<file path="src/rtl/mpif_fifo_pkg.sv">
// Shared definitions for the single-clock FIFO pointer/status controller:
// pointer wrap helper, level width helper, reset values and level update ops.
package mpif_fifo_pkg;

    localparam int unsigned ADDRWIDTH_DEFAULT = 4;
    localparam int unsigned DEPTH_DEFAULT     = 16;

    // Level needs one bit more than the pointers to represent 0..DEPTH.
    localparam int unsigned LEVEL_EXTRA_BITS  = 1;

    localparam int unsigned PTR_RST   = 0;
    localparam int unsigned LEVEL_RST = 0;
    localparam logic        FLAG_RST  = 1'b0;

    typedef enum logic [1:0] {
        LVL_HOLD,
        LVL_INC,
        LVL_DEC
    } lvl_op_e;

    function automatic int unsigned levelWidth(input int unsigned addrWidth);
        return addrWidth + LEVEL_EXTRA_BITS;
    endfunction

    // Binary increment that wraps at DEPTH-1 so non-power-of-2 depths work.
    function automatic int unsigned nextPtr(input int unsigned ptr, input int unsigned depth);
        return (ptr == depth - 1) ? 0 : ptr + 1;
    endfunction

endpackage

</file>
<file path="src/rtl/mpif_sync_fifo_ctrl_if.sv">
// Request/status bundle of the FIFO controller.
// Optional MPIF_FIFO_PEAK_LEVEL_EN adds peakClear / fifoPeakLevel.
interface mpif_sync_fifo_ctrl_if
    import mpif_fifo_pkg::*;
#(
    parameter int unsigned ADDRWIDTH = ADDRWIDTH_DEFAULT
);
    localparam int unsigned LW = levelWidth(ADDRWIDTH);

    logic                 flush;
    logic                 fifoWrite;
    logic                 fifoRead;
    logic [LW-1:0]        almostFullThr;
    logic [LW-1:0]        almostEmptyThr;
    logic                 errClear;
    logic [ADDRWIDTH-1:0] fifoWrPtr;
    logic [ADDRWIDTH-1:0] fifoRdPtr;
    logic [LW-1:0]        fifoLevel;
    logic                 fifoFull;
    logic                 fifoEmpty;
    logic                 fifoAlmostFull;
    logic                 fifoAlmostEmpty;
    logic                 fifoPtrsNull;
    logic                 fifoOverflow;
    logic                 fifoUnderflow;
`ifdef MPIF_FIFO_PEAK_LEVEL_EN
    logic                 peakClear;
    logic [LW-1:0]        fifoPeakLevel;
`endif

    modport master (
        output flush, fifoWrite, fifoRead, almostFullThr, almostEmptyThr, errClear,
`ifdef MPIF_FIFO_PEAK_LEVEL_EN
        output peakClear,
        input  fifoPeakLevel,
`endif
        input  fifoWrPtr, fifoRdPtr, fifoLevel, fifoFull, fifoEmpty,
               fifoAlmostFull, fifoAlmostEmpty, fifoPtrsNull, fifoOverflow, fifoUnderflow
    );

    modport slave (
        input  flush, fifoWrite, fifoRead, almostFullThr, almostEmptyThr, errClear,
`ifdef MPIF_FIFO_PEAK_LEVEL_EN
        input  peakClear,
        output fifoPeakLevel,
`endif
        output fifoWrPtr, fifoRdPtr, fifoLevel, fifoFull, fifoEmpty,
               fifoAlmostFull, fifoAlmostEmpty, fifoPtrsNull, fifoOverflow, fifoUnderflow
    );

endinterface

</file>
<file path="src/rtl/mpif_fifo_ptr_wrap.sv">
// Single FIFO pointer register: advances on enable, wraps at DEPTH-1,
// synchronous flush to zero takes priority.
module mpif_fifo_ptr_wrap
    import mpif_fifo_pkg::*;
#(
    parameter int unsigned ADDRWIDTH = ADDRWIDTH_DEFAULT,
    parameter int unsigned DEPTH     = DEPTH_DEFAULT
) (
    input  logic                 clk,
    input  logic                 hardReset_n,
    input  logic                 en_i,
    input  logic                 flush_i,
    output logic [ADDRWIDTH-1:0] ptr_o
);

    logic [ADDRWIDTH-1:0] ptr_q, ptr_d;

    // Next pointer: flush first, then wrap-aware increment.
    always_comb begin
        ptr_d = ptr_q;
        if (flush_i) begin
            ptr_d = ADDRWIDTH'(PTR_RST);
        end else if (en_i) begin
            ptr_d = ADDRWIDTH'(nextPtr(32'(ptr_q), DEPTH));
        end
    end

    // Pointer register.
    always_ff @(posedge clk or negedge hardReset_n) begin
        if (!hardReset_n) begin
            ptr_q <= ADDRWIDTH'(PTR_RST);
        end else begin
            ptr_q <= ptr_d;
        end
    end

    assign ptr_o = ptr_q;

endmodule

</file>
<file path="src/rtl/mpif_sync_fifo_ctrl.sv">
// Single-clock FIFO pointer/status controller for an external dual-port RAM.
// Optional MPIF_FIFO_PEAK_LEVEL_EN adds a peak-occupancy register.
module mpif_sync_fifo_ctrl
    import mpif_fifo_pkg::*;
#(
    parameter int unsigned ADDRWIDTH = ADDRWIDTH_DEFAULT,
    parameter int unsigned DEPTH     = DEPTH_DEFAULT
) (
    input  logic                 clk,
    input  logic                 hardReset_n,
    mpif_sync_fifo_ctrl_if.slave bus
);

    localparam int unsigned LW = levelWidth(ADDRWIDTH);

    logic [LW-1:0]        level_q, level_d;
    logic                 ovf_q, ovf_d;
    logic                 unf_q, unf_d;
    logic                 fullFlag, emptyFlag;
    logic                 rdAcc, wrAcc;
    lvl_op_e              levelOp;
    logic [ADDRWIDTH-1:0] wrPtr, rdPtr;

    assign fullFlag  = (level_q == LW'(DEPTH));
    assign emptyFlag = (level_q == '0);

    // A read frees a slot in the same cycle, so full+read+write accepts both.
    assign rdAcc = bus.fifoRead & ~emptyFlag;
    assign wrAcc = bus.fifoWrite & (~fullFlag | rdAcc);

    mpif_fifo_ptr_wrap #(.ADDRWIDTH(ADDRWIDTH), .DEPTH(DEPTH)) u_wr_ptr (
        .clk         (clk),
        .hardReset_n (hardReset_n),
        .en_i        (wrAcc),
        .flush_i     (bus.flush),
        .ptr_o       (wrPtr)
    );

    mpif_fifo_ptr_wrap #(.ADDRWIDTH(ADDRWIDTH), .DEPTH(DEPTH)) u_rd_ptr (
        .clk         (clk),
        .hardReset_n (hardReset_n),
        .en_i        (rdAcc),
        .flush_i     (bus.flush),
        .ptr_o       (rdPtr)
    );

    // Classify the accepted access pair into a level operation.
    always_comb begin
        levelOp = LVL_HOLD;
        if (wrAcc && !rdAcc) begin
            levelOp = LVL_INC;
        end else if (rdAcc && !wrAcc) begin
            levelOp = LVL_DEC;
        end
    end

    // Next level and sticky error flags; flush discards accesses but not errors.
    always_comb begin
        level_d = level_q;
        if (bus.flush) begin
            level_d = LW'(LEVEL_RST);
        end else begin
            case (levelOp)
                LVL_INC: level_d = level_q + LW'(1);
                LVL_DEC: level_d = level_q - LW'(1);
                default: level_d = level_q;
            endcase
        end
        ovf_d = (bus.fifoWrite & ~wrAcc & ~bus.flush) | (ovf_q & ~bus.errClear);
        unf_d = (bus.fifoRead  & ~rdAcc & ~bus.flush) | (unf_q & ~bus.errClear);
    end

    // Level and sticky flag registers.
    always_ff @(posedge clk or negedge hardReset_n) begin
        if (!hardReset_n) begin
            level_q <= LW'(LEVEL_RST);
            ovf_q   <= FLAG_RST;
            unf_q   <= FLAG_RST;
        end else begin
            level_q <= level_d;
            ovf_q   <= ovf_d;
            unf_q   <= unf_d;
        end
    end

`ifdef MPIF_FIFO_PEAK_LEVEL_EN
    logic [LW-1:0] peak_q, peak_d;

    // Track the running maximum of the registered level; clear reloads it.
    always_comb begin
        peak_d = peak_q;
        if (bus.peakClear) begin
            peak_d = level_q;
        end else if (level_q > peak_q) begin
            peak_d = level_q;
        end
    end

    // Peak register, untouched by flush.
    always_ff @(posedge clk or negedge hardReset_n) begin
        if (!hardReset_n) begin
            peak_q <= LW'(LEVEL_RST);
        end else begin
            peak_q <= peak_d;
        end
    end

    assign bus.fifoPeakLevel = peak_q;
`endif

    assign bus.fifoWrPtr       = wrPtr;
    assign bus.fifoRdPtr       = rdPtr;
    assign bus.fifoLevel       = level_q;
    assign bus.fifoFull        = fullFlag;
    assign bus.fifoEmpty       = emptyFlag;
    assign bus.fifoAlmostFull  = (level_q >= bus.almostFullThr);
    assign bus.fifoAlmostEmpty = (level_q <= bus.almostEmptyThr);
    assign bus.fifoPtrsNull    = (wrPtr == '0) && (rdPtr == '0) && emptyFlag;
    assign bus.fifoOverflow    = ovf_q;
    assign bus.fifoUnderflow   = unf_q;

endmodule

</file>
<file path="src/flat_wrapper.sv">
// flat-port wrapper written by rule: the top's interface ports become plain ports
module mpif_sync_fifo_ctrl_flat import mpif_fifo_pkg::*;
#(
    parameter int unsigned ADDRWIDTH = ADDRWIDTH_DEFAULT,
    parameter int unsigned DEPTH     = DEPTH_DEFAULT
)
  (clk, hardReset_n, bus_flush, bus_fifoWrite, bus_fifoRead, bus_almostFullThr, bus_almostEmptyThr, bus_errClear, bus_fifoWrPtr, bus_fifoRdPtr, bus_fifoLevel, bus_fifoFull, bus_fifoEmpty, bus_fifoAlmostFull, bus_fifoAlmostEmpty, bus_fifoPtrsNull, bus_fifoOverflow, bus_fifoUnderflow);
  mpif_sync_fifo_ctrl_if #(.ADDRWIDTH(ADDRWIDTH)) bus_i ();
  input  logic clk;
  input  logic hardReset_n;
  input wire logic [$bits(bus_i.flush)-1:0] bus_flush;
  input wire logic [$bits(bus_i.fifoWrite)-1:0] bus_fifoWrite;
  input wire logic [$bits(bus_i.fifoRead)-1:0] bus_fifoRead;
  input wire logic [$bits(bus_i.almostFullThr)-1:0] bus_almostFullThr;
  input wire logic [$bits(bus_i.almostEmptyThr)-1:0] bus_almostEmptyThr;
  input wire logic [$bits(bus_i.errClear)-1:0] bus_errClear;
  output wire logic [$bits(bus_i.fifoWrPtr)-1:0] bus_fifoWrPtr;
  output wire logic [$bits(bus_i.fifoRdPtr)-1:0] bus_fifoRdPtr;
  output wire logic [$bits(bus_i.fifoLevel)-1:0] bus_fifoLevel;
  output wire logic [$bits(bus_i.fifoFull)-1:0] bus_fifoFull;
  output wire logic [$bits(bus_i.fifoEmpty)-1:0] bus_fifoEmpty;
  output wire logic [$bits(bus_i.fifoAlmostFull)-1:0] bus_fifoAlmostFull;
  output wire logic [$bits(bus_i.fifoAlmostEmpty)-1:0] bus_fifoAlmostEmpty;
  output wire logic [$bits(bus_i.fifoPtrsNull)-1:0] bus_fifoPtrsNull;
  output wire logic [$bits(bus_i.fifoOverflow)-1:0] bus_fifoOverflow;
  output wire logic [$bits(bus_i.fifoUnderflow)-1:0] bus_fifoUnderflow;
  assign bus_i.flush = bus_flush;
  assign bus_i.fifoWrite = bus_fifoWrite;
  assign bus_i.fifoRead = bus_fifoRead;
  assign bus_i.almostFullThr = bus_almostFullThr;
  assign bus_i.almostEmptyThr = bus_almostEmptyThr;
  assign bus_i.errClear = bus_errClear;
  assign bus_fifoWrPtr = bus_i.fifoWrPtr;
  assign bus_fifoRdPtr = bus_i.fifoRdPtr;
  assign bus_fifoLevel = bus_i.fifoLevel;
  assign bus_fifoFull = bus_i.fifoFull;
  assign bus_fifoEmpty = bus_i.fifoEmpty;
  assign bus_fifoAlmostFull = bus_i.fifoAlmostFull;
  assign bus_fifoAlmostEmpty = bus_i.fifoAlmostEmpty;
  assign bus_fifoPtrsNull = bus_i.fifoPtrsNull;
  assign bus_fifoOverflow = bus_i.fifoOverflow;
  assign bus_fifoUnderflow = bus_i.fifoUnderflow;
  mpif_sync_fifo_ctrl #(.ADDRWIDTH(ADDRWIDTH), .DEPTH(DEPTH)) u_core (.clk(clk), .hardReset_n(hardReset_n), .bus(bus_i));
endmodule
</file>
<file path="config.mk">
export PLATFORM = sky130hd
export DESIGN_NAME = mpif_sync_fifo_ctrl_flat
export DESIGN_NICKNAME = d
export VERILOG_FILES = /design/src/rtl/mpif_fifo_pkg.sv /design/src/rtl/mpif_sync_fifo_ctrl_if.sv /design/src/rtl/mpif_fifo_ptr_wrap.sv /design/src/rtl/mpif_sync_fifo_ctrl.sv /design/src/flat_wrapper.sv
export SDC_FILE = /design/constraint.sdc
export NUM_CORES = 1
export LEC_CHECK = 0
export CAP_MARGIN = 10
export CORE_MARGIN = 2
export CORE_UTILIZATION = 40
export CTS_BUF_LIST = sky130_fd_sc_hd__clkbuf_8
export DETAILED_ROUTE_END_ITERATION = 10
export GPL_TIMING_DRIVEN = 0
export PLACE_DENSITY = 0.7
export SKIP_LAST_GASP = 1
export SLEW_MARGIN = 20
export SYNTH_ARGS = -nofsm -noshare
export SYNTH_HDL_FRONTEND = slang
export SYNTH_SLANG_ARGS = --single-unit
export TNS_END_PERCENT = 1
</file>
<file path="constraint.sdc">
create_clock -name clk -period 5.37 [get_ports clk]
set_input_delay 1.3425 -clock clk [delete_from_list [all_inputs] [get_ports clk]]
set_output_delay 1.3425 -clock clk [all_outputs]
set_load 0.01 [all_outputs]
</file>
======== Yosys cells after proc, flatten, opt, wreduce, memory -nomap -nowiden ========
Index checks and enable logic that the tools add are counted.
storage, ports and cells
  register bits ........................... 15
  input port bits ......................... 16
cells by class
  add/sub/neg operators ................... 4
  $lt $le $gt $ge ......................... 2
  equal/unequal tests ..................... 5
  multiplexer cells ....................... 10
  bitwise operators ....................... 17
  reduce and logical (&&, ||, !) cells .... 12
operator list
  cell                   number
  $mux W4                6
  $pmux W5 S2            1
  $add A4 B1 Y4 const B  2
  $and A1 B1 Y1          8
  $eq A4 B4 Y1 const B   2
  $logic_not A4 Y1       2
  $not A1 Y1             6
  $add A5 B1 Y5 const B  1
  $eq A5 B5 Y1 const B   1
  $ge A5 B5 Y1           1
  $le A5 B5 Y1           1
  $logic_not A5 Y1       1
  $mux W5                1
  $sub A5 B1 Y5 const B  1
  $logic_and A1 B1 Y1    4
  $mux W2                2
  $reduce_bool A2 Y1     2
  $or A1 B1 Y1           3
  $reduce_bool A3 Y1     1
  $eq A2 B1 Y1 const B   1
  $eq A2 B2 Y1 const B   1
  $logic_not A1 Y1       2

======== Logic depth before layout (Yosys ltp) ========
Gate-level depths: netlist of run 1.
  depth after elaboration ................. 12
  gate-level depth with buffers ........... 10
  gate-level depth less buffers ........... 8

======== Modules after synthesis ========
Synthesis of run 1 repeated with hierarchy kept, for this count alone.
unflattened totals
  cells, all modules ...................... 140
  area, all modules ....................... 1219.9 sq um
by module, submodules not included
  module               times used  cells an instance  area an instance (sq um)
  mpif_sync_fifo_ctrl  1           102                837.1
  mpif_fifo_ptr_wrap   2           19                 191.4

======== Least setup slack after synthesis of run 1 ========
OpenSTA, ideal clock, no wires.
  kind .................................... input port to output port
  start ................................... input bus_almostEmptyThr[1]
  end ..................................... output bus_fifoAlmostEmpty
  arrival ................................. 2.197 ns
  setup slack ............................. 1.831 ns
  stages on the path ...................... 6
  cells stage by stage .................... inv_1 ha_1 nor2b_1 o21a_1 o21ai_0 a21o_1
on the way
  word-level cells in the longest chain between the ends .. 1
RTL lines
  element       line                        text
  from (decl)   flat_wrapper.sv:15          input wire logic [$bits(bus_i.almostEmptyThr)-1:0] bus_almostEmptyThr;
  $le A5 B5 Y1  mpif_sync_fifo_ctrl.sv:117  assign bus.fifoAlmostEmpty = (level_q <= bus.almostEmptyThr);
  to (decl)     flat_wrapper.sv:23          output wire logic [$bits(bus_i.fifoAlmostEmpty)-1:0] bus_fifoAlmostEmpty;
Every way passes these cells.

======== Worst setup path in the final report of run 1 ========
Same ends and word-level chain as after synthesis.

==> results.md, run 1 <==
Clocking:
- The TritonCTS clock tree is yes.
- For this design, the sink count on the clock tree is 15.
- The later-pin clock latency in the skew report is 250 ps.
- The clock passes through at most 2 buffers.
- The cell at the root of the clock tree is sky130_fd_sc_hd__clkbuf_8.
- The number of gates given a new drive strength after cts is 0.
- Hold repair after CTS inserted 0 buffers.
- The number of H-tree branching levels is 1.
- The number of buffers created by CTS is 3.
- Clock-pin slew was measured on the worst setup and hold paths at 60 ps.
- The number of post-CTS setup repair buffers is 0.

Critical path:
- Among all stages on the critical path, the largest delay is contributed by sky130_fd_sc_hd__clkdlybuf4s50_1.
- STA classifies the critical path endpoint as an output port.
- For this run, the slowest stage of the critical path takes 530 ps.
- The startpoint type of the worst setup path is an input port.
- The required arrival time at the worst endpoint is 4030 ps.
- Walking the worst path, the cells encountered are clkdlybuf4s50_1 -> inv_1 -> ha_1 -> nor2b_1 -> o21a_1 -> o21ai_0 -> a21o_1 -> clkdlybuf4s50_1.
- The critical-path maximum fanout is 2.
- Data arrives at the worst endpoint at 3180 ps.
- The kind of cell with the highest combined delay along the critical path is buffers and inverters.
- The critical path in this run is classified as input port to output port.
- The most numerous cell type found on the critical path is sky130_fd_sc_hd__clkdlybuf4s50_1.
- Counting both buffers and inverters, the worst setup path holds a total of 3.

Timing:
- Setup repair after global routing left no endpoint under its margin.
- The final number of hold-violating endpoints came to 0.
- The setup clock skew after layout is 1.04 ps.
- The worst path uses 84.2% of the clock period.
- The worst-case setup margin in the final layout is 848 ps.
- The worst path needs 4520 ps of the cycle, external delays included.
- The headroom to the max-slew limit is 53.4%.
- Static timing analysis puts the maximum clock frequency at 221 MHz.
- The number of max-slew violations in the final report is 0.
- Adding up every negative setup slack in the final design gives 0 ps.
- For the pin with the worst max-slew slack, the measured transition is 696 ps.
- Setup violations remaining at the end of the flow were counted as 0.

Floorplan:
- Once the floorplan was initialized, standard cells occupied 43.0% of the core.
- The full die area is 0.00381 mm^2.
- The I/O pin count is 36.
- The total area inside the core boundary comes to 0.00310 mm^2.
- The floorplan step set the die height to 61.7 um.
- The initialized floorplan defines 20 standard-cell rows.
- Measured along the x axis, the die boundary spans 61.7 um.

Route:
- The total via count in the routed design is 1,186.
- The via density per instance is 5.25.
- In the final routed layout, each cell accounts on average for 13.1 um.
- Before antenna repair, the detailed router went through 4 iterations.
- After detailed routing, the total wire length is 2960 um.
- The detail route stage leaves a number of antenna-violating nets equal to 0.
- The number of DRC violations after detailed-routing iteration 0 is 48.
- The detailed-route DRC error count is 0.

Yosys:
- The mapped netlist covers 0.00133 mm^2.
- The synthesized design contains 0 enable-type register cells.
- Synthesis produced a netlist whose cell count is 144.
- After synthesis, the share of flip-flops with an asynchronous set or reset is 100%.
- Yosys mapped the design onto 44 distinct sky130hd cell types.
- Synthesis produced a netlist with a net count of 178.
- The flip-flop and latch count after synthesis is 15.
- A synthesized cell averages 9.26 um^2.
- In the synthesized netlist the dominant register cell turns out to be sky130_fd_sc_hd__dfrtp_1.
- After synthesis, flip-flops and latches occupy 28.1% of the total area.
- The number of warnings reported in the yosys synthesis log is 0.

Pwr:
- The cell leakage power is 0.799 nW.
- For this design the total switching power over the nets is 328 uW.
- Combinational logic burns 63.8% of the power.
- Net switching is 42.7% of the power.
- The power share of the clock group is 11.8%.
- Across the VDD grid, the largest voltage drop is 0.000261 V.
- The power density normalized to cell area is 434 mW/mm^2.
- The internal power summed over all cells is 441 uW.
- Sequential cells account for 24.3% of the total power.

Global route:
- The number of global-route vias before repair is 1,105.
- Entering global routing, the biggest net connects 16 pins.
- The first global-routing pass estimated 4970 um of wire.
- The initial antenna violation count is 0.
- The total grt overflow is 0.
- Global routing used 17.5% of the available tracks.

Placement:
- The number of port buffers is 34.
- Once detailed placement completed, the half-perimeter wirelength came to 2290 um.
- The final weighted congestion of routability-driven global placement is 0.822.
- Timing analysis after detailed placement gives a worst setup slack of 842 ps.

Layout:
- The repair_antennas step left the layout with diodes totalling 0.
- For this run, the post-layout net count is 217.
- The ratio of cells with drive above 1 in the final layout is 8.79%.
- Fill cells in the final layout number 300.
- Compared with the post-synthesis result, the final layout area differs by 33.0%.

Outcome:
- The run finished with clean final reports.

Job:
- The number of max-capacitance violations reported is 0.

Hold path:
- The tightest min-delay check is of the flip-flop to flip-flop type.
-- layout by cell type (no fill, tap or decap), drive strengths merged, types with 2 or more instances in the layout --
| cell type | netlist | routed |
|---|---|---|
| a2111o | 2 | 2 |
| a211oi | 2 | 2 |
| a21o | 5 | 5 |
| a21oi | 11 | 11 |
| a311o | 2 | 2 |
| a31oi | 2 | 2 |
| a32o | 2 | 2 |
| buf | 4 | 4 |
| clkbuf | 1 | 4 |
| clkdlybuf4s50 | 0 | 34 |
| dfrtp | 15 | 15 |
| ha | 17 | 17 |
| inv | 20 | 21 |
| mux2i | 5 | 5 |
| nand2 | 5 | 5 |
| nand2b | 3 | 3 |
| nand3 | 2 | 2 |
| nor2 | 13 | 13 |
| nor2b | 4 | 4 |
| nor4 | 2 | 2 |
| o211ai | 3 | 3 |
| o21ai | 6 | 6 |
| or4 | 3 | 3 |
| xor2 | 2 | 2 |
-- synthesized netlist by cell type, types with 2 or more instances --
| cell | number | share of area [%] |
|---|---|---|
| sky130_fd_sc_hd__nand2b_1 | 3 | 1.4 |
| sky130_fd_sc_hd__nor2_1 | 11 | 3.1 |
| sky130_fd_sc_hd__buf_6 | 2 | 1.7 |
| sky130_fd_sc_hd__a21oi_1 | 11 | 4.1 |
| sky130_fd_sc_hd__a21o_1 | 5 | 2.8 |
| sky130_fd_sc_hd__ha_1 | 17 | 16 |
| sky130_fd_sc_hd__mux2i_1 | 5 | 3.8 |
| sky130_fd_sc_hd__o211ai_2 | 2 | 1.9 |
| sky130_fd_sc_hd__a211oi_1 | 2 | 1.1 |
| sky130_fd_sc_hd__o21ai_0 | 5 | 1.9 |
| sky130_fd_sc_hd__a32o_1 | 2 | 1.5 |
| sky130_fd_sc_hd__nand3_1 | 2 | 0.75 |
| sky130_fd_sc_hd__a31oi_1 | 2 | 0.94 |
| sky130_fd_sc_hd__xor2_1 | 2 | 1.3 |
| sky130_fd_sc_hd__inv_1 | 20 | 5.6 |
| sky130_fd_sc_hd__nor2b_1 | 3 | 1.4 |
| sky130_fd_sc_hd__buf_4 | 2 | 1.1 |
| sky130_fd_sc_hd__dfrtp_1 | 15 | 28 |
| sky130_fd_sc_hd__or4_1 | 3 | 1.7 |
| sky130_fd_sc_hd__nand2_1 | 5 | 1.4 |
| sky130_fd_sc_hd__a2111o_1 | 2 | 1.7 |
-- cell type report --
| class | instances | area, um^2 | area share (%) |
|---|---|---|---|
| clock buffers | 3 | 41.3 | 2.33 |
| well taps | 44 | 55.1 | 3.10 |
| inverters | 20 | 75.1 | 4.23 |
| plain buffers | 5 | 41.3 | 2.33 |
| flip-flops and latches | 15 | 375 | 21.2 |
| clock inverters | 1 | 3.75 | 0.212 |
| multi-input cells | 104 | 842 | 47.5 |
| repair buffers | 34 | 340 | 19.2 |
-- worst paths after layout --
| check | from | to | slack (ps) | cells past startpoint |
|---|---|---|---|---|
| setup / recovery | bus_almostEmptyThr[1] | bus_fifoAlmostEmpty | 850 | 8 |
| hold / removal | u_core.bus.fifoUnderflow | u_core.bus.fifoUnderflow | 500 | 1 |
| setup reg to reg | u_core.bus.fifoLevel[1] | u_core.bus.fifoLevel[2] | 2780 | 8 |
| hold reg to reg | u_core.bus.fifoUnderflow | u_core.bus.fifoUnderflow | 500 | 1 |
| max in group asynchronous | hardReset_n | u_core.bus.fifoLevel[3] | 3420 | 1 |
| min in group asynchronous | hardReset_n | u_core.u_rd_ptr.ptr_o[1] | 1510 | 1 |
-- per-stage QoR --
stage	util (%)	hold WS, ps	instance area, um^2	std cells	total power [mW]
2_1_floorplan	-	531	1330	144	0.500
3_3_place_gp	55.7	481	1730	222	0.667
3_5_place_dp	55.7	491	1730	222	0.681
4_1_cts	57.2	506	1770	226	0.779
5_1_grt	57.2	527	1770	226	0.838
6_report	57.2	501	1770	226	0.770
-- power by group through the flow --
stage	combinational (mW)	clock (mW)	sequential, mW
floorplan	0.309	0	0.191
global placement	0.477	0	0.190
detailed placement	0.490	0	0.190
CTS	0.495	0.0949	0.189
global route	0.543	0.101	0.194
finish	0.491	0.0910	0.187
-- worst register-to-register path, stage by stage, from the launching register on --
cell and delay, ps:
sky130_fd_sc_hd__dfrtp_1 480, sky130_fd_sc_hd__nor4_4 500, sky130_fd_sc_hd__a21o_1 190, sky130_fd_sc_hd__buf_4 150, sky130_fd_sc_hd__inv_1 80, sky130_fd_sc_hd__ha_1 340
sky130_fd_sc_hd__xor2_1 210, sky130_fd_sc_hd__a2111o_1 420, sky130_fd_sc_hd__a31oi_1 140
-- cell families (layout without fill, tap and decap cells) --
logic type      count (synthesis)  in the layout  share of synthesized area [%]
buf+inv                        25             63                           8.72
flops                          15             15                           28.1
fa+ha+maj                      18             18                           17.4
simple gates                   36             36                           16.1
compound gates                 42             42                           23.8
mux                             5              5                           3.75
xor+xnor                        3              3                           1.97
-- registers in the layout (all words and copies together) (netlist names) --
register and cells:
u_core.bus.fifoOverflow 1, u_core.bus.fifoUnderflow 1, u_core.u_rd_ptr.ptr_o 4, u_core.u_wr_ptr.ptr_o 4, u_core.bus.fifoLevel 5
-- routing by layer --
layer  GRT usage, %  share of wire [%]
met1           23.5                 46
met2           28.9                 47
met3           2.28                5.2
met4           6.38                1.2
met5              0                  0
(Power assumes the default switching activity.)
==> inputs of run 2 (changes only) <==
==> constraint.sdc (replaced) <==
create_clock -name clk -period 4.35 [get_ports clk]
set_input_delay 1.0875 -clock clk [delete_from_list [all_inputs] [get_ports clk]]
set_output_delay 1.0875 -clock clk [all_outputs]
set_load 0.01 [all_outputs]
==> results of run 2 <==
Same layout as run 1 (identical final DEF). Status: finished, final reports clean.
Among the figures that moved: setup slack after placement 842 ps -> 332 ps; setup slack after layout 848 ps -> 338 ps; register-to-register setup slack 2780 ps -> 1760 ps; total power 0.770 mW -> 0.950 mW; worst IR drop on VDD 0.000261 V -> 0.000322 V
==> inputs of run 3 (changes only) <==
--- a/config.mk
+++ b/config.mk
@@ -5,16 +5,17 @@
 export SDC_FILE = /design/constraint.sdc
 export NUM_CORES = 1
 export LEC_CHECK = 0
+export ABC_AREA = 0
 export CAP_MARGIN = 10
 export CORE_MARGIN = 2
 export CORE_UTILIZATION = 40
 export CTS_BUF_LIST = sky130_fd_sc_hd__clkbuf_8
 export DETAILED_ROUTE_END_ITERATION = 10
-export GPL_TIMING_DRIVEN = 0
-export PLACE_DENSITY = 0.7
+export PLACE_DENSITY = 0.71
 export SKIP_LAST_GASP = 1
 export SLEW_MARGIN = 20
 export SYNTH_ARGS = -nofsm -noshare
 export SYNTH_HDL_FRONTEND = slang
+export SYNTH_HIERARCHICAL = 1
 export SYNTH_SLANG_ARGS = --single-unit
 export TNS_END_PERCENT = 1
==> run 3 against run 2 <==
  * Register-to-register slack is essentially flat
  * Flip-flop and latch count is the same
  * Synthesized cell count shrank 2.8%
  * Die area shrank 8.0%
  * Critical path type unchanged
  * Setup slack lost 66 ps
  * Via count shrank 2.7%
==> results.md, run 3 <==
Critical path:
- The critical-path maximum fanout is 2 (unchanged).
- The cell with the most instances on the worst path is sky130_fd_sc_hd__clkdlybuf4s50_1 (unchanged).
- The endpoint of the worst-slack reg-to-reg timing path is u_core/bus.fifoLevel[4] (was u_core.bus.fifoLevel[2]).
- The maximum cell stage delay along the critical path came to 520 ps (was 530 ps).
- The start point of the critical path is bus_almostEmptyThr[1] (unchanged).
- The startpoint type of the worst setup path was an input port (unchanged).
- The depth of the worst register-to-register path came to 8 (unchanged).
- The critical path's slowest cell was sky130_fd_sc_hd__clkdlybuf4s50_1 (unchanged).
- The required arrival time at the worst endpoint is 3260 ps (about the same).
- The start-to-end type of the worst setup path was input port to output port (unchanged).
- The category of the worst setup path capture point is an output port (unchanged).
- The reg2reg setup slack is 1770 ps (was 1760 ps).
- Critical Path, Cell by Cell: clkdlybuf4s50_1 -> inv_1 -> ha_1 -> nor2b_1 -> o21a_1 -> o21ai_0 -> a21o_1 -> clkdlybuf4s50_1 (unchanged).
- The signal arrival time at the worst endpoint came to 2990 ps (was 2920 ps).
- The start of the worst register-to-register path is u_core/bus.fifoLevel[1] (was u_core.bus.fifoLevel[1]).

Clocking:
- The number of hold-repair buffers added at the cts stage is 0 (unchanged).
- The later-pin clock latency in the skew report is 240 ps (was 250 ps).
- The cell at the root of the clock tree was sky130_fd_sc_hd__clkbuf_8 (unchanged).
- The total number of clock tree sinks is 15 (unchanged).
- The number of buffers on the longest clock path was 2 (unchanged).
- The number of H-tree branching levels is 1 (unchanged).
- The number of post-CTS setup repair buffers is 0 (unchanged).
- The number of gates given a new drive strength after cts is 0 (unchanged).
- The TritonCTS clock tree was yes (unchanged).
- The number of buffers created by CTS came to 3 (unchanged).
- The CTS clock-pin slew for the worst setup and hold paths is 50 ps (was 60 ps).

Layout:
- The post-route standard cell area excluding fillers is 0.00165 mm^2 (was 0.00177 mm^2).
- The net total in the final layout is 210 (was 217).
- The final instance count without filler cells is 210 (was 226).
- The most common cell after layout, fill and taps aside is sky130_fd_sc_hd__clkdlybuf4s50_1 (unchanged).
- The flip-flop count of the largest register, all copies and words added is 5 (unchanged).
- The signed area change from the synthesized netlist to the final layout was 35.2% (was 33.0%).
- Commonest cells after routing, fill and taps aside: sky130_fd_sc_hd__clkdlybuf4s50_1 (35), sky130_fd_sc_hd__inv_1 (16), sky130_fd_sc_hd__ha_1 (15), sky130_fd_sc_hd__dfrtp_1 (15) (was sky130_fd_sc_hd__clkdlybuf4s50_1 (34), sky130_fd_sc_hd__inv_1 (21), sky130_fd_sc_hd__ha_1 (17), sky130_fd_sc_hd__dfrtp_1 (15)).
- The area of all sequential standard cells is 375 um^2 (unchanged).
- The area of the multi-input gates came to 773 um^2 (was 842 um^2).
- The number of fillers in the final layout was 278 (was 300).
- The ratio of cells with drive above 1 in the final layout is 6.21% (was 8.79%).
- The total inserted antenna cells is 0 (unchanged).

Floorplan:
- The full die area is 0.00351 mm^2 (was 0.00381 mm^2).
- The horizontal die dimension is 59.2 um (was 61.7 um).
- The I/O pin count is 36 (unchanged).
- The die height is 59.2 um (was 61.7 um).
- The area of the core is 0.00298 mm^2 (was 0.00310 mm^2).
- The number of rows created at floorplan is 20 (unchanged).
- The initial cell density of the core is 41.0% (was 43.0%).

Route:
- The routed length per placed instance is 13.7 um (was 13.1 um).
- The first-pass iteration count of the detailed router is 4 (unchanged).
- The total via count in the routed design is 1,154 (was 1,186).
- The detailed-route DRC error count is 0 (unchanged).
- The number of nets still failing antenna checks after routing is 0 (unchanged).
- The via density per instance is 5.50 (was 5.25).
- The number of DRC violations after detailed-routing iteration 0 is 65 (was 48).
- The total length of routed wires is 2870 um (was 2960 um).

Global route:
- The maximum number of pins on one net before global-route repair was 17 (was 16).
- The initial antenna violation count came to 0 (unchanged).
- The number of global-route vias before repair is 1,123 (was 1,105).
- The overall fraction of global-route tracks in use is 17.6% (was 17.5%).
- The total grt overflow is 0 (unchanged).
- The wire length of the first global-routing pass was 4740 um (was 4970 um).

Hold path:
- The worst-case hold path end point is u_core/bus.fifoUnderflow (was u_core.bus.fifoUnderflow).
- The number of instances on the worst hold path is 2 (was 1).
- The class of the worst hold path is flip-flop to flip-flop (unchanged).
- The hold path startpoint was u_core/bus.fifoUnderflow (was u_core.bus.fifoUnderflow).

Outcome:
- Run status: finished, final reports clean (unchanged).

Placement:
- The instance area at placement is 0.00160 mm^2 (was 0.00173 mm^2).
- The number of port buffers is 35 (was 34).
- The final weighted congestion of routability-driven global placement is 0.811 (was 0.822).
- The cell count after placement is 206 (was 222).
- The HPWL reported at the end of detailed placement came to 2270 um (was 2290 um).

Yosys:
- The cell type with the highest aggregate area in the netlist is sky130_fd_sc_hd__dfrtp_1 (unchanged).
- The complex-gate fraction of the synthesized area is 19.4% (was 23.8%).
- The unique cell type count in the Yosys netlist is 37 (was 44).
- The multiplexer share of the synthesized area is 5.33% (was 3.75%).
- The number of nets produced by synthesis is 172 (was 178).
- The share of synthesized flip-flops with an asynchronous set or reset is 100% (unchanged).
- Synth top cells by count: sky130_fd_sc_hd__dfrtp_1 (15), sky130_fd_sc_hd__ha_1 (15), sky130_fd_sc_hd__inv_1 (15), sky130_fd_sc_hd__a21oi_1 (12), sky130_fd_sc_hd__nor2_1 (12) (was sky130_fd_sc_hd__inv_1 (20), sky130_fd_sc_hd__ha_1 (17), sky130_fd_sc_hd__dfrtp_1 (15), sky130_fd_sc_hd__a21oi_1 (11), sky130_fd_sc_hd__nor2_1 (11)).
- The synthesized area per cell is 8.71 um^2 (was 9.26 um^2).
- The number of warnings reported in the yosys synthesis log came to 6 (was 0).
- The number of instances in the synthesized netlist was 140 (was 144).
- The adder and majority cell fraction of the synthesized area is 17.0% (was 17.4%).
- The count of flip-flops with a built-in enable after synthesis is 0 (unchanged).
- The sequential element share of the synthesized area is 30.8% (was 28.1%).
- Leading cell types by total area after synthesis: sky130_fd_sc_hd__dfrtp_1 (31%), sky130_fd_sc_hd__ha_1 (15%), sky130_fd_sc_hd__a21oi_1 (4.9%) (was sky130_fd_sc_hd__dfrtp_1 (28%), sky130_fd_sc_hd__ha_1 (16%), sky130_fd_sc_hd__inv_1 (5.6%)).
- The flip-flop and latch count after synthesis was 15 (unchanged).
- The fraction of the mapped netlist area in simple logic gates is 19.5% (was 16.1%).
- The total standard cell area after synthesis is 0.00122 mm^2 (was 0.00133 mm^2).
- The area share of the largest cell type after synthesis came to 30.8% (was 28.1%).
- The fraction of synthesized cell area in xor and xnor cells is 2.15% (was 1.97%).
- The main flop type after synthesis is sky130_fd_sc_hd__dfrtp_1 (unchanged).
- The largest family of logic cells by synthesized area is simple AND/OR/NAND/NOR gates (was compound AO/OA/AOI/OAI gates).

Timing:
- The slew at the pin with the worst max-slew slack was 677 ps (was 696 ps).
- Unrepaired setup endpoints after global routing: no (unchanged).
- The setup clock skew after layout came to 2.11 ps (was 1.04 ps).
- The sum of negative setup slack was 0 ps (unchanged).
- The fraction of the cycle the final worst path needs is 93.8% (was 92.2%).
- The final number of hold-violating endpoints came to 0 (unchanged).
- The shortest period the worst path allows is 4080 ps (was 4010 ps).
- The number of failing setup endpoints in the final timing report is 0 (unchanged).
- The number of max-slew violations in the final report is 0 (unchanged).
- The maximum clock frequency came to 245 MHz (was 249 MHz).
- The headroom to the max-slew limit came to 54.7% (was 53.4%).

Pwr:
- The power density normalized to cell area came to 522 mW/mm^2 (was 536 mW/mm^2).
- The total power after layout was 861 uW (was 950 uW).
- The peak supply drop came to 0.000314 V (was 0.000322 V).
- The cell leakage power came to 0.761 nW (was 0.799 nW).

Job:
- The number of max-capacitance violations reported was 0 (unchanged).
[run 3: cell count changes in the layout (fill, tap and decap cells not counted), sizes merged, moves of 3 or more]
cell   delta
nand2     +6
or4       -3
buf       -4
inv       -3
[run 3: per-layer routing]
metal | vias to the layer above | GRT usage (%) | routed length (um)
met3 | 0 | 3.93 | 116
met2 | 28 | 31.2 | 1460
met4 | 0 | 2.60 | 0
li1 | 570 | - | -
met1 | 556 | 22.3 | 1290
met5 | - | 0 | 0
[run 3: kinds of logic after synthesis]
kind of cell,Yosys count
fa+ha+maj,16
flops,15
compound gates,36
buf+inv,19
simple gates,45
mux,6
xor+xnor,3
[run 3: where the power goes]
part	internal, mW	switching [mW]
sequential	0.170	0.0598
clock	0.0623	0.0430
combinational	0.273	0.254
total	0.505	0.357
[run 3: worst max path at each step]
stage | end | slack, ps
after floorplan | bus_fifoAlmostEmpty | 1300
after global placement | bus_fifoAlmostEmpty | 350
after detailed placement | bus_fifoAlmostEmpty | 260
after CTS | bus_fifoAlmostEmpty | 260
after global routing | bus_fifoAlmostEmpty | 180
final | bus_fifoAlmostEmpty | 270
[run 3: final cells by class]
class | instances | share of cell area [%]
clock buffers | 3 | 2.50
clock inverters | 1 | 0.228
inverters | 17 | 3.87
multi-input cells | 106 | 46.9
flip-flops and latches | 15 | 22.8
well taps | 33 | 2.50
repair buffers | 35 | 21.2
[run 3: through the flow]
step                      util, %  hold slack (ps)  setup slack (ps)
after floorplan                 -              561              1300
after global placement       53.9              526               348
after detailed placement     53.9              525               264
after CTS                    55.4              543               256
after global routing         55.4              571               181
final                        55.4              537               272
[run 3: worst max-delay path, delay by kind of cell]
kind	cells	cell delay [ps]
adder cells (fa/ha/maj)	1	300
AND/OR/NAND/NOR	1	140
buffers and inverters	3	1030
AO/OA/AOI/OAI	3	440
